$ cat config.mk
export PLATFORM = sky130hd
export DESIGN_NAME = gpio_in_filter_flat
export DESIGN_NICKNAME = d
export VERILOG_FILES = /design/src/rtl/gpio_in_filter_if.sv /design/src/rtl/gpio_in_filter.sv /design/src/flat_wrapper.sv
export SDC_FILE = /design/constraint.sdc
export NUM_CORES = 1
export LEC_CHECK = 0
export BUFFER_PORTS_ARGS = -buffer_cell sky130_fd_sc_hd__buf_2
export CAP_MARGIN = 10
export CORE_MARGIN = 2
export CORE_UTILIZATION = 30
export DETAILED_ROUTE_END_ITERATION = 12
export PLACE_DENSITY_LB_ADDON = 0.12
export SLEW_MARGIN = 20
export SYNTH_ARGS = -nofsm -noshare
export SYNTH_HDL_FRONTEND = slang
export SYNTH_SLANG_ARGS = --single-unit
$ cat constraint.sdc
create_clock -name OPB_CLK -period 14.85 [get_ports OPB_CLK]
set_input_delay 1.485 -clock OPB_CLK [delete_from_list [all_inputs] [get_ports OPB_CLK]]
set_output_delay 1.485 -clock OPB_CLK [all_outputs]
set_load 0.005 [all_outputs]
$ cat src/rtl/gpio_in_filter_if.sv
// OPB-style register bus between the host and the GPIO input filter.
interface gpio_in_filter_if;
   logic [31:0] OPB_DI;
   logic [31:0] OPB_DO;
   logic [31:0] OPB_ADDR;
   logic        FILT_RE;
   logic        FILT_WE;

   modport master (output OPB_DI, OPB_ADDR, FILT_RE, FILT_WE, input OPB_DO);
   modport slave  (input OPB_DI, OPB_ADDR, FILT_RE, FILT_WE, output OPB_DO);
endinterface

$ cat src/rtl/gpio_in_filter.sv
// Synchronizes and debounces board inputs, flags level changes and raises an
// enable-masked change interrupt; configured through a small register window.
module gpio_in_filter #(
   parameter int          WIDTH         = 22,
   parameter logic [15:0] PRESC_DEFAULT = 16'd999,
   parameter logic [7:0]  DB_DEFAULT    = 8'd4
) (
   input  logic             OPB_CLK,
   input  logic             OPB_RST,
   gpio_in_filter_if.slave  bus,
   input  logic [WIDTH-1:0] RAW_IN,
   output logic [WIDTH-1:0] FILT_OUT,
   output logic             CHG_IRQ
);

   logic [WIDTH-1:0] sync1, sync2, filt_q, filt_d, chg, irq_en;
   logic [15:0]      presc, pcnt;
   logic [7:0]       db_cnt;
   logic             tick, bypass;
   logic             wr_chg, wr_irq, wr_presc, wr_db;
   logic [WIDTH-1:0] di_w, clr_mask;
   logic [31:0]      rdata;
   logic             unused_bits;

   assign unused_bits = ^{bus.OPB_ADDR, bus.OPB_DI};

   assign di_w     = bus.OPB_DI[WIDTH-1:0];
   assign wr_chg   = bus.FILT_WE && (bus.OPB_ADDR[3:0] == 4'h1);
   assign wr_irq   = bus.FILT_WE && (bus.OPB_ADDR[3:0] == 4'h2);
   assign wr_presc = bus.FILT_WE && (bus.OPB_ADDR[3:0] == 4'h3);
   assign wr_db    = bus.FILT_WE && (bus.OPB_ADDR[3:0] == 4'h4);

   assign tick     = (pcnt == presc);
   assign bypass   = (db_cnt == 8'd0);
   // In bypass the output is the synchronizer itself; filt_q shadows it so
   // leaving bypass does not glitch the level.
   assign FILT_OUT = bypass ? sync2 : filt_q;
   assign clr_mask = wr_chg ? di_w : '0;

   always_ff @(posedge OPB_CLK or posedge OPB_RST) begin
      if (OPB_RST) begin
         sync1  <= '0;
         sync2  <= '0;
         filt_d <= '0;
      end else begin
         sync1  <= RAW_IN;
         sync2  <= sync1;
         filt_d <= FILT_OUT;
      end
   end

   always_ff @(posedge OPB_CLK or posedge OPB_RST) begin
      if (OPB_RST)                pcnt <= '0;
      else if (wr_presc || tick)  pcnt <= '0;
      else                        pcnt <= pcnt + 16'd1;
   end

   always_ff @(posedge OPB_CLK or posedge OPB_RST) begin
      if (OPB_RST) begin
         presc   <= PRESC_DEFAULT;
         db_cnt  <= DB_DEFAULT;
         irq_en  <= '0;
         chg     <= '0;
         CHG_IRQ <= 1'b0;
      end else begin
         if (wr_presc) presc  <= bus.OPB_DI[15:0];
         if (wr_db)    db_cnt <= bus.OPB_DI[7:0];
         if (wr_irq)   irq_en <= di_w;
         // a new change event beats a coincident W1C on the same bit
         chg     <= (chg & ~clr_mask) | (FILT_OUT ^ filt_d);
         CHG_IRQ <= |(chg & irq_en);
      end
   end

   for (genvar i = 0; i < WIDTH; i++) begin : g_bit
      logic [7:0] cnt, cnt_inc;
      logic       lvl;
      assign cnt_inc   = cnt + 8'd1;
      assign filt_q[i] = lvl;

      always_ff @(posedge OPB_CLK or posedge OPB_RST) begin
         if (OPB_RST) begin
            cnt <= '0;
            lvl <= 1'b0;
         end else if (bypass) begin
            cnt <= '0;
            lvl <= sync2[i];
         end else if (wr_db) begin
            cnt <= '0;
         end else if (tick) begin
            if (sync2[i] != lvl) begin
               if (cnt_inc == db_cnt) begin
                  lvl <= sync2[i];
                  cnt <= '0;
               end else begin
                  cnt <= cnt_inc;
               end
            end else begin
               cnt <= '0;
            end
         end
      end
   end

   always_comb begin
      rdata = '0;
      case (bus.OPB_ADDR[3:0])
         4'h0:    rdata[WIDTH-1:0] = FILT_OUT;
         4'h1:    rdata[WIDTH-1:0] = chg;
         4'h2:    rdata[WIDTH-1:0] = irq_en;
         4'h3:    rdata[15:0]      = presc;
         4'h4:    rdata[7:0]       = db_cnt;
         default: rdata            = '0;
      endcase
   end

   always_ff @(posedge OPB_CLK or posedge OPB_RST) begin
      if (OPB_RST)  bus.OPB_DO <= '0;
      else          bus.OPB_DO <= bus.FILT_RE ? rdata : 32'd0;
   end

endmodule
$ cat src/flat_wrapper.sv
// flat-port wrapper written by rule: the top's interface ports become plain ports
module gpio_in_filter_flat 
#(
   parameter int          WIDTH         = 22,
   parameter logic [15:0] PRESC_DEFAULT = 16'd999,
   parameter logic [7:0]  DB_DEFAULT    = 8'd4
)
  (OPB_CLK, OPB_RST, RAW_IN, FILT_OUT, CHG_IRQ, bus_OPB_DI, bus_OPB_ADDR, bus_FILT_RE, bus_FILT_WE, bus_OPB_DO);
  gpio_in_filter_if bus_i ();
  input  logic OPB_CLK;
  input  logic OPB_RST;
  input  logic [WIDTH-1:0] RAW_IN;
  output logic [WIDTH-1:0] FILT_OUT;
  output logic CHG_IRQ;
  input wire logic [$bits(bus_i.OPB_DI)-1:0] bus_OPB_DI;
  input wire logic [$bits(bus_i.OPB_ADDR)-1:0] bus_OPB_ADDR;
  input wire logic [$bits(bus_i.FILT_RE)-1:0] bus_FILT_RE;
  input wire logic [$bits(bus_i.FILT_WE)-1:0] bus_FILT_WE;
  output wire logic [$bits(bus_i.OPB_DO)-1:0] bus_OPB_DO;
  assign bus_i.OPB_DI = bus_OPB_DI;
  assign bus_i.OPB_ADDR = bus_OPB_ADDR;
  assign bus_i.FILT_RE = bus_FILT_RE;
  assign bus_i.FILT_WE = bus_FILT_WE;
  assign bus_OPB_DO = bus_i.OPB_DO;
  gpio_in_filter #(.WIDTH(WIDTH), .PRESC_DEFAULT(PRESC_DEFAULT), .DB_DEFAULT(DB_DEFAULT)) u_core (.OPB_CLK(OPB_CLK), .OPB_RST(OPB_RST), .bus(bus_i), .RAW_IN(RAW_IN), .FILT_OUT(FILT_OUT), .CHG_IRQ(CHG_IRQ));
endmodule
**Word level (Yosys, flattened, before mapping)**

Index checks and enable logic that the tools add are counted.
W data, S select, Z words.

- Word-level logic and storage cells: 435
- Flip-flop bits (word level): 381
- Memory bits (read-only): 0
- Memories: 0
- Bits in writable memories: 0
- Bits in latches: 0
- Output and inout port bits: 55

- $mul: 0
- Shift-type cells: 0
- Divide/modulo/power cells: 0
- Magnitude comparators: 0
- Add/sub/neg operators: 23
- Reduce and logical (&&, ||, !) cells: 76
- Muxes and demuxes: 227
- Equality and inequality tests: 50
- Bitwise logic cells: 5

Operators by type and width:

| operator | count |
|---|---|
| $mux W8 | 110 |
| $add A8 B1 Y8 const B | 22 |
| $eq A8 B8 Y1 | 22 |
| $mux W1 | 110 |
| $reduce_bool A2 Y1 | 45 |
| $reduce_and A4 Y1 | 22 |
| $mux W22 | 3 |
| $and A22 B22 Y22 | 2 |
| $pmux W8 S5 | 1 |
| $pmux W8 S4 | 1 |
| $ne A1 B1 Y1 | 22 |
| $not A22 Y22 | 1 |
| $or A22 B22 Y22 | 1 |
| $reduce_or A22 Y1 | 1 |
| $xor A22 B22 Y22 | 1 |
| $pmux W6 S3 | 1 |
| $add A16 B1 Y16 const B | 1 |
| $eq A16 B16 Y1 | 1 |
| $mux W16 | 1 |
| $eq A4 B2 Y1 const B | 2 |
| $logic_not A8 Y1 | 1 |
| $eq A4 B1 Y1 const B | 1 |
| $eq A4 B3 Y1 const B | 1 |
| $logic_and A1 B1 Y1 | 4 |
| other kinds (4) | 4 |

**Logic depth before layout (Yosys ltp)**

Gate-level depths: netlist of run 1.

- Word-level depth: 7
- Gate-level depth with buffers: 12
- Mapped depth without buffers: 8

**Least setup slack after synthesis of run 1**

No wires, ideal clock.

- Kind: register to output
- Start: register u_core.db_cnt[0]
- End: output FILT_OUT[0]
- Data arrival time: 1953 ps
- Path buffers: 4
- Stages on the path, launching flop included: 9
- Setup slack: 11412 ps
- Required time: 13365 ps
- Path through: dfrtp_1 > buf_2 > or4_4 > or2_1 > buf_2 > buf_2 > buf_2 > nand2_1 > nand2_1

- Cells in the longest elaborated chain, start to end: 2

Ends and longest elaborated chain:

| element | RTL line | source |
|---|---|---|
| start: declaration | gpio_in_filter.sv:18 | `logic [7:0] db_cnt;` |
| start signal: assignment | gpio_in_filter.sv:67 | `if (wr_db) db_cnt <= bus.OPB_DI[7:0];` |
| $logic_not A8 Y1 | gpio_in_filter.sv:34 | `assign bypass = (db_cnt == 8'd0);` |
| $mux W22 | gpio_in_filter.sv:37 | `assign FILT_OUT = bypass ? sync2 : filt_q;` |
| end: declaration | flat_wrapper.sv:13 | `output logic [WIDTH-1:0] FILT_OUT;` |

Every way passes these cells.

**Worst setup path after layout of run 1**

- Start: register u_core.db_cnt[0]
- End: output FILT_OUT[15]

The elaborated chain is that of the path after synthesis.

==> impl_metrics.ini, run 1 <==
[synthesis]
yosys.area.top_type_share = 0.416
ys_top_cells_by_count = 362 x dfrtp_1, 299 x nand2_1, 171 x xnor2_1, 132 x nor2_1, 128 x nand3_1
synthTopCellsByArea = dfrtp_1 42%, xnor2_1 6.9%, nand2_1 5.2%, mux2_2 4.5%, xor2_1 3.9%
muxShareOfSynthArea = 0.0623
synth_simple_gate_area_frac = 0.194
synthCells = 2323
synth-seq-cells = 371
synth_largest_area_cell = dfrtp_1
ys_warn_count = 0
synth_top_family_by_area = simple AND/OR/NAND/NOR gates
async_flop_share = 1.00
netlist_area_sq_um = 21800
synth_seq_area_share = 0.427
avgSynthCellArea_sq_um = 9.38
synth-adder-area-share = 0.0132
yosys_most_used_dff = dfrtp_1
synth.most_common_cell = dfrtp_1
ys_types = 93
synth_xor_area_frac = 0.112
synth-edff-count = 0
synth_compound_area_frac = 0.150

[timing]
finalSetupTns_ns = 0
max_slew.worst_pin.slew_ns = 0.973
skew_ns = 0.0421
fin_crit_sh = 0.335
fin_crit_ns = 4.98
rsz0062_at_grt = false
slew_headroom = 0.346
setup_viol = 0
fmax_mhz = 201
hold_viol_final = 0
drv_slew = 0

[floorplan]
ioPinCount = 145
fp-row-count = 98
fp.dieArea_sq_um = 74800
core_sq_um = 71700
die-height_um = 273
die_w_um = 273
start_util = 0.304

[critical_path]
cp_max_fo = 26
r2r_start = u_core.db_cnt[0]
rrSetupSlack_ns = 10.92
worstReg2RegEnd = u_core.g_bit[14].cnt[2]
worstPathArrival_ns = 3.49
endpoint_kind = output pin
required_ns = 13.36
crit_type = reg2out
startpoint_type = flip-flop
rr_worst_depth = 10

[cts]
cts_buffers = 46
ctsLongestPathBuffers = 3
clock_latency_ns = 0.61
cts-root-buf = clkbuf_16
h-tree-depth = 2
post_cts_buffers = 0
cts_tree = done
cts_hold_buf = 0
clkTransAtPathRegs_ns = 0.07
cts_sinks = 371
cts_resized = 0

[detailed_routing]
routedWlPerCell_um = 19.4
ant_nets = 0
via_per_inst = 5.18
drt-total-wl_um = 64700
drcViolationCount = 0
vias = 17300
drtPass1Iterations = 7
drt-initial-drc-count = 1230

[power]
finalPower_mw = 3.40
max-vdd-ir-drop_mv = 0.105
power_density_nw_per_um2 = 138
p_leak_nw = 10.4

[placement]
port_buffers = 96
post-dp-hpwl_um = 41300
gp_congestion = 0.796

[global_routing]
grt_pass1_wl_um = 102000
grt_max_degree = 124
grt_pass1_vias = 17200
grt.total_usage = 0.174
grt_overflow = 0
antenna_found_initial = 7

[final_layout]
layout-drive-gt1-share = 0.143
synthToLayoutAreaGrowth_pct = 12.8
layout.nets = 2468
num-fill-cells = 7315

[hold_path]
hold_start = u_core.sync1[7]
min_to = u_core.sync2[7]
min_path_cells = 0
holdCritPathClass = reg2reg

[job]
cap_viol_max_count = 0

[status]
status = finished, final reports clean
metal layers:
layer	vias up	GRT usage	part of all wire
met4	8	0.0603	0.035
met5	-	0	0.00079
li1	8337	-	-
met3	118	0.0311	0.046
met2	378	0.283	0.45
met1	8467	0.233	0.47
logic make-up after synthesis:
family / Yosys count
AO/OA/AOI/OAI: 477
buffers and inverters: 190
XOR/XNOR: 273
adder cells (fa/ha/maj): 23
other: 1
flip-flops: 371
AND/OR/NAND/NOR: 864
multiplexers: 124
worst max path at each step:
stage / from / endpoint / slack (ns) / depth (start not counted)
after floorplan: OPB_RST / u_core.CHG_IRQ / 3.08 / 1
after global placement: bus_OPB_ADDR[0] / u_core.g_bit[19].cnt[7] / 9.75 / 10
after detailed placement: bus_OPB_ADDR[1] / u_core.irq_en[17] / 10.31 / 6
after CTS: u_core.db_cnt[0] / FILT_OUT[15] / 9.73 / 7
after global routing: u_core.db_cnt[0] / FILT_OUT[15] / 9.72 / 7
final: u_core.db_cnt[0] / FILT_OUT[15] / 9.87 / 7
per-stage QoR:
step	hold slack [ns]	util	instance area, sq um	setup WS, ns	cells
4_1_cts	0.319	0.342	24600	9.73	3341
6_report	0.320	0.343	24600	9.87	3343
3_5_place_dp	0.335	0.321	23000	10.31	3257
3_3_place_gp	0.334	0.320	23000	9.75	3256
2_1_floorplan	0.331	-	21800	3.08	2332
5_1_grt	0.328	0.343	24600	9.72	3341
critical path: stages, from the launching register on:
cell     delay (ns)
dfrtp_2        0.39
buf_4          0.34
or4_4          0.67
or2_1          0.45
buf_4          0.36
nand2_1        0.12
nand2_1        0.27
buf_2          0.25
placed cells by master (no fill, tap or decap), types with 46 or more instances in the layout:
cell | netlist | layout
xor2_1 | 98 | 98
nand2_1 | 299 | 298
nor2_1 | 132 | 131
nor3_1 | 62 | 61
clkbuf_16 | 0 | 46
xnor2_1 | 171 | 171
nand3_1 | 128 | 128
mux2_2 | 88 | 88
o21ai_0 | 127 | 127
buf_2 | 54 | 96
dfrtp_1 | 362 | 355
a21oi_1 | 74 | 74
flip-flops by register name, indices dropped and copies added, names as in the netlist, 8 cells and up:
register / count
u_core.presc: 16
u_core.chg: 22
u_core.filt_d: 22
u_core.pcnt: 16
u_core.sync2: 22
u_core.g_bit.lvl: 22
u_core.g_bit.cnt: 176
u_core.sync1: 22
u_core.db_cnt: 8
u_core.bus.OPB_DO: 22
u_core.irq_en: 22
cell type report:
type / count / area (sq um) / area share
diodes: 2 / 5.00 / 0.000204
clock buffers: 67 / 1340 / 0.0545
clock inverters: 17 / 215 / 0.00876
inverters: 41 / 161 / 0.00657
multi-input cells: 1771 / 11700 / 0.474
flip-flops and latches: 371 / 9300 / 0.379
well taps: 950 / 1190 / 0.0484
repair buffers: 124 / 703 / 0.0286
where the power goes:
part | internal [mW] | switching (mW)
Combinational | 0.382 | 0.557
Clock | 0.684 | 0.473
Sequential | 1.15 | 0.147
Total | 2.22 | 1.18
No activity file was read; power rests on OpenSTA's default activity.
==> inputs of run 2 (changes only) <==
--- a/config.mk
+++ b/config.mk
@@ -5,6 +5,7 @@
 export SDC_FILE = /design/constraint.sdc
 export NUM_CORES = 1
 export LEC_CHECK = 0
+export ABC_AREA = 1
 export BUFFER_PORTS_ARGS = -buffer_cell sky130_fd_sc_hd__buf_2
 export CAP_MARGIN = 10
 export CORE_MARGIN = 2
==> constraint.sdc (replaced) <==
create_clock -name OPB_CLK -period 4 [get_ports OPB_CLK]
set_input_delay 0.4 -clock OPB_CLK [delete_from_list [all_inputs] [get_ports OPB_CLK]]
set_output_delay 0.4 -clock OPB_CLK [all_outputs]
set_load 0.005 [all_outputs]
==> impl_metrics.ini, run 2 <==
[status]
status = finished, final reports clean

[global_routing]
antenna_found_initial = 0
grt_pass1_wl_um = 116000
grt_overflow = 0
grt.total_usage = 0.190
grt_pass1_vias = 20500
grt_max_degree = 135

[final_layout]
layout.nets = 3480
top_register = u_core.g_bit.cnt
final_cell_mix = 1135 x nand2_1, 422 x nand3_1, 360 x dfrtp_1
num_antenna_cells = 0
layout-drive-gt1-share = 0.0876
final_common_cell = nand2_1
synthToLayoutAreaGrowth_pct = 14.8
num-fill-cells = 8016
fin_util = 0.347
largest_reg_flops = 176

[synthesis]
yosys_most_used_dff = dfrtp_1
synth-edff-count = 0
synth.most_common_cell = nand2_1
netlist_area_sq_um = 22400
ys_types = 49
synthTopCellsByArea = dfrtp_1 40%, nand2_1 19%, nand3_1 9.4%, nor2_1 5.9%, inv_1 5.0%
yosys.area.top_type_share = 0.404
ys_warn_count = 0
synth_largest_area_cell = dfrtp_1
ys_top_cells_by_count = 1135 x nand2_1, 422 x nand3_1, 362 x dfrtp_1, 350 x nor2_1, 296 x inv_1
avgSynthCellArea_sq_um = 6.89
synthCells = 3258
synth-seq-cells = 371
async_flop_share = 1.00
synth_seq_area_share = 0.414

[job]
cap_viol_max_count = 0

[placement]
port_buffers = 96
gp_congestion = 0.818
post-dp-hpwl_um = 48300

[timing]
setup_viol = 0
fin_crit_ns = 3.31
max_slew.worst_pin.slew_ns = 1.04
skew_ns = 0.0240
slew_headroom = 0.308
fmax_mhz = 302
rsz0062_at_grt = false
drv_slew = 0
fin_crit_sh = 0.827
hold_viol_final = 0

[detailed_routing]
drtPass1Iterations = 5
drt-total-wl_um = 73400
routedWlPerCell_um = 16.8
drt-initial-drc-count = 1436
ant_nets = 0
vias = 21200
via_per_inst = 4.84
drcViolationCount = 0

[cts]
cts_buffers = 45
ctsLongestPathBuffers = 3
h-tree-depth = 2
post_cts_buffers = 0
cts_resized = 0
clkTransAtPathRegs_ns = 0.06
cts_sinks = 371
cts-root-buf = clkbuf_16
clock_latency_ns = 0.59
cts_tree = done
cts_hold_buf = 23

[critical_path]
crit_type = reg2out
worstPathArrival_ns = 2.91
rr_worst_depth = 12
endpoint_kind = output pin
crit_family = buffers and inverters
slowest_delay_ns = 0.67
worst_path_max_delay_cell = dfrtp_1
required_ns = 3.60
cp.depth = 8
path_cells = inv_2 -> nand4_4 -> nor2_8 -> inv_2 -> buf_4 -> nand2_1 -> nand2_1 -> buf_2
startpoint_type = flip-flop
cp_max_fo = 25
worst-path-buf-inv = 4

[floorplan]
die-height_um = 277
ioPinCount = 145
fp-row-count = 100
die_w_um = 277
start_util = 0.302
core_sq_um = 74200
fp.dieArea_sq_um = 77000

[hold_path]
min_path_cells = 3
holdCritPathClass = in2reg

[power]
p_leak_nw = 12.4
max-vdd-ir-drop_mv = 0.316
finalPower_mw = 13.7
power_density_nw_per_um2 = 531
-- run 2: changes by cell type in the layout (fill, tap and decap cells not counted), moves of 52 or more --
cell	before	now
nand2_1	298	1135
nand3_1	128	422
inv_1	39	295
nor2_1	131	350
xnor2_1	171	32
mux2_2	88	0
xor2_1	98	25
o22ai_1	3	69
nor3_1	61	9
-- run 2: worst min-delay path, cell delays in order --
cell and delay (ns):
buf_2 0.10, inv_1 0.06, o21ai_0 0.08
-- run 2: layout make-up --
| class | instances | area [sq um] | area share |
|---|---|---|---|
| flip-flops and latches | 371 | 9300 | 0.361 |
| multi-input cells | 2470 | 11400 | 0.444 |
| inverters | 321 | 1210 | 0.0470 |
| repair buffers | 158 | 1070 | 0.0414 |
| clock inverters | 15 | 193 | 0.00748 |
| clock buffers | 67 | 1340 | 0.0520 |
| well taps | 969 | 1210 | 0.0471 |
-- run 2: logic make-up (layout without fill, tap and decap cells) --
| logic type | after synthesis | in the layout | synth area share |
|---|---|---|---|
| and+or+nand+nor | 2050 | 2050 | 0.387 |
| buffers and inverters | 426 | 561 | 0.0777 |
| DFF | 371 | 371 | 0.414 |
| AOI/OAI and AO/OA | 330 | 330 | 0.0860 |
| xor gates and xnor gates | 57 | 57 | 0.0222 |
| adders and majority gates | 23 | 23 | 0.0128 |
| other | 1 | 10 | 0.000167 |
-- run 2: layer usage --
layer	vias to the layer above	global-route usage	wire, um
met3	119	0.0227	2810
met4	0	0.0617	2350
met1	9950	0.258	34700
li1	10700	-	-
met5	-	0	0
met2	360	0.312	33500
-- run 2: path summary, 6_finish.rpt --
| path | startpoint | to | slack, ns |
|---|---|---|---|
| worst max-delay path | u_core.db_cnt[6] | FILT_OUT[5] | 0.69 |
| worst min-delay path | bus_OPB_DI[17] | u_core.irq_en[17] | 0.1 |
| worst max register to register | u_core.presc[9] | u_core.g_bit[16].lvl | 1.15 |
| worst min register to register | u_core.sync1[19] | u_core.sync2[19] | 0.35 |
| max in group asynchronous | OPB_RST | u_core.g_bit[9].cnt[3] | 2.49 |
| min in group asynchronous | OPB_RST | u_core.g_bit[1].cnt[7] | 0.50 |
-- run 2: where the power goes --
part | total [mW] | switching (mW) | leakage, nW | internal [mW]
registers | 4.94 | 0.582 | 4.77 | 4.36
clock network | 4.28 | 1.71 | 0.757 | 2.57
logic | 4.45 | 2.99 | 6.83 | 1.47
total | 13.7 | 5.28 | 12.4 | 8.40
-- run 2: per-stage QoR --
| step | cell area [sq um] | instances | setup WS (ns) | setup TNS [ns] | hold slack (ns) |
|---|---|---|---|---|---|
| finish | 25800 | 4371 | 0.690 | 0 | 0.0979 |
| global route | 25800 | 4371 | 0.528 | 0 | 0.0811 |
| CTS | 25800 | 4371 | 0.624 | 0 | 0.0608 |
| detailed placement | 24000 | 4266 | 1.02 | 0 | 0.335 |
| global placement | 24000 | 4266 | 1.06 | 0 | 0.332 |
| floorplan | 22500 | 3267 | -1.37 | -497.06 | 0.331 |
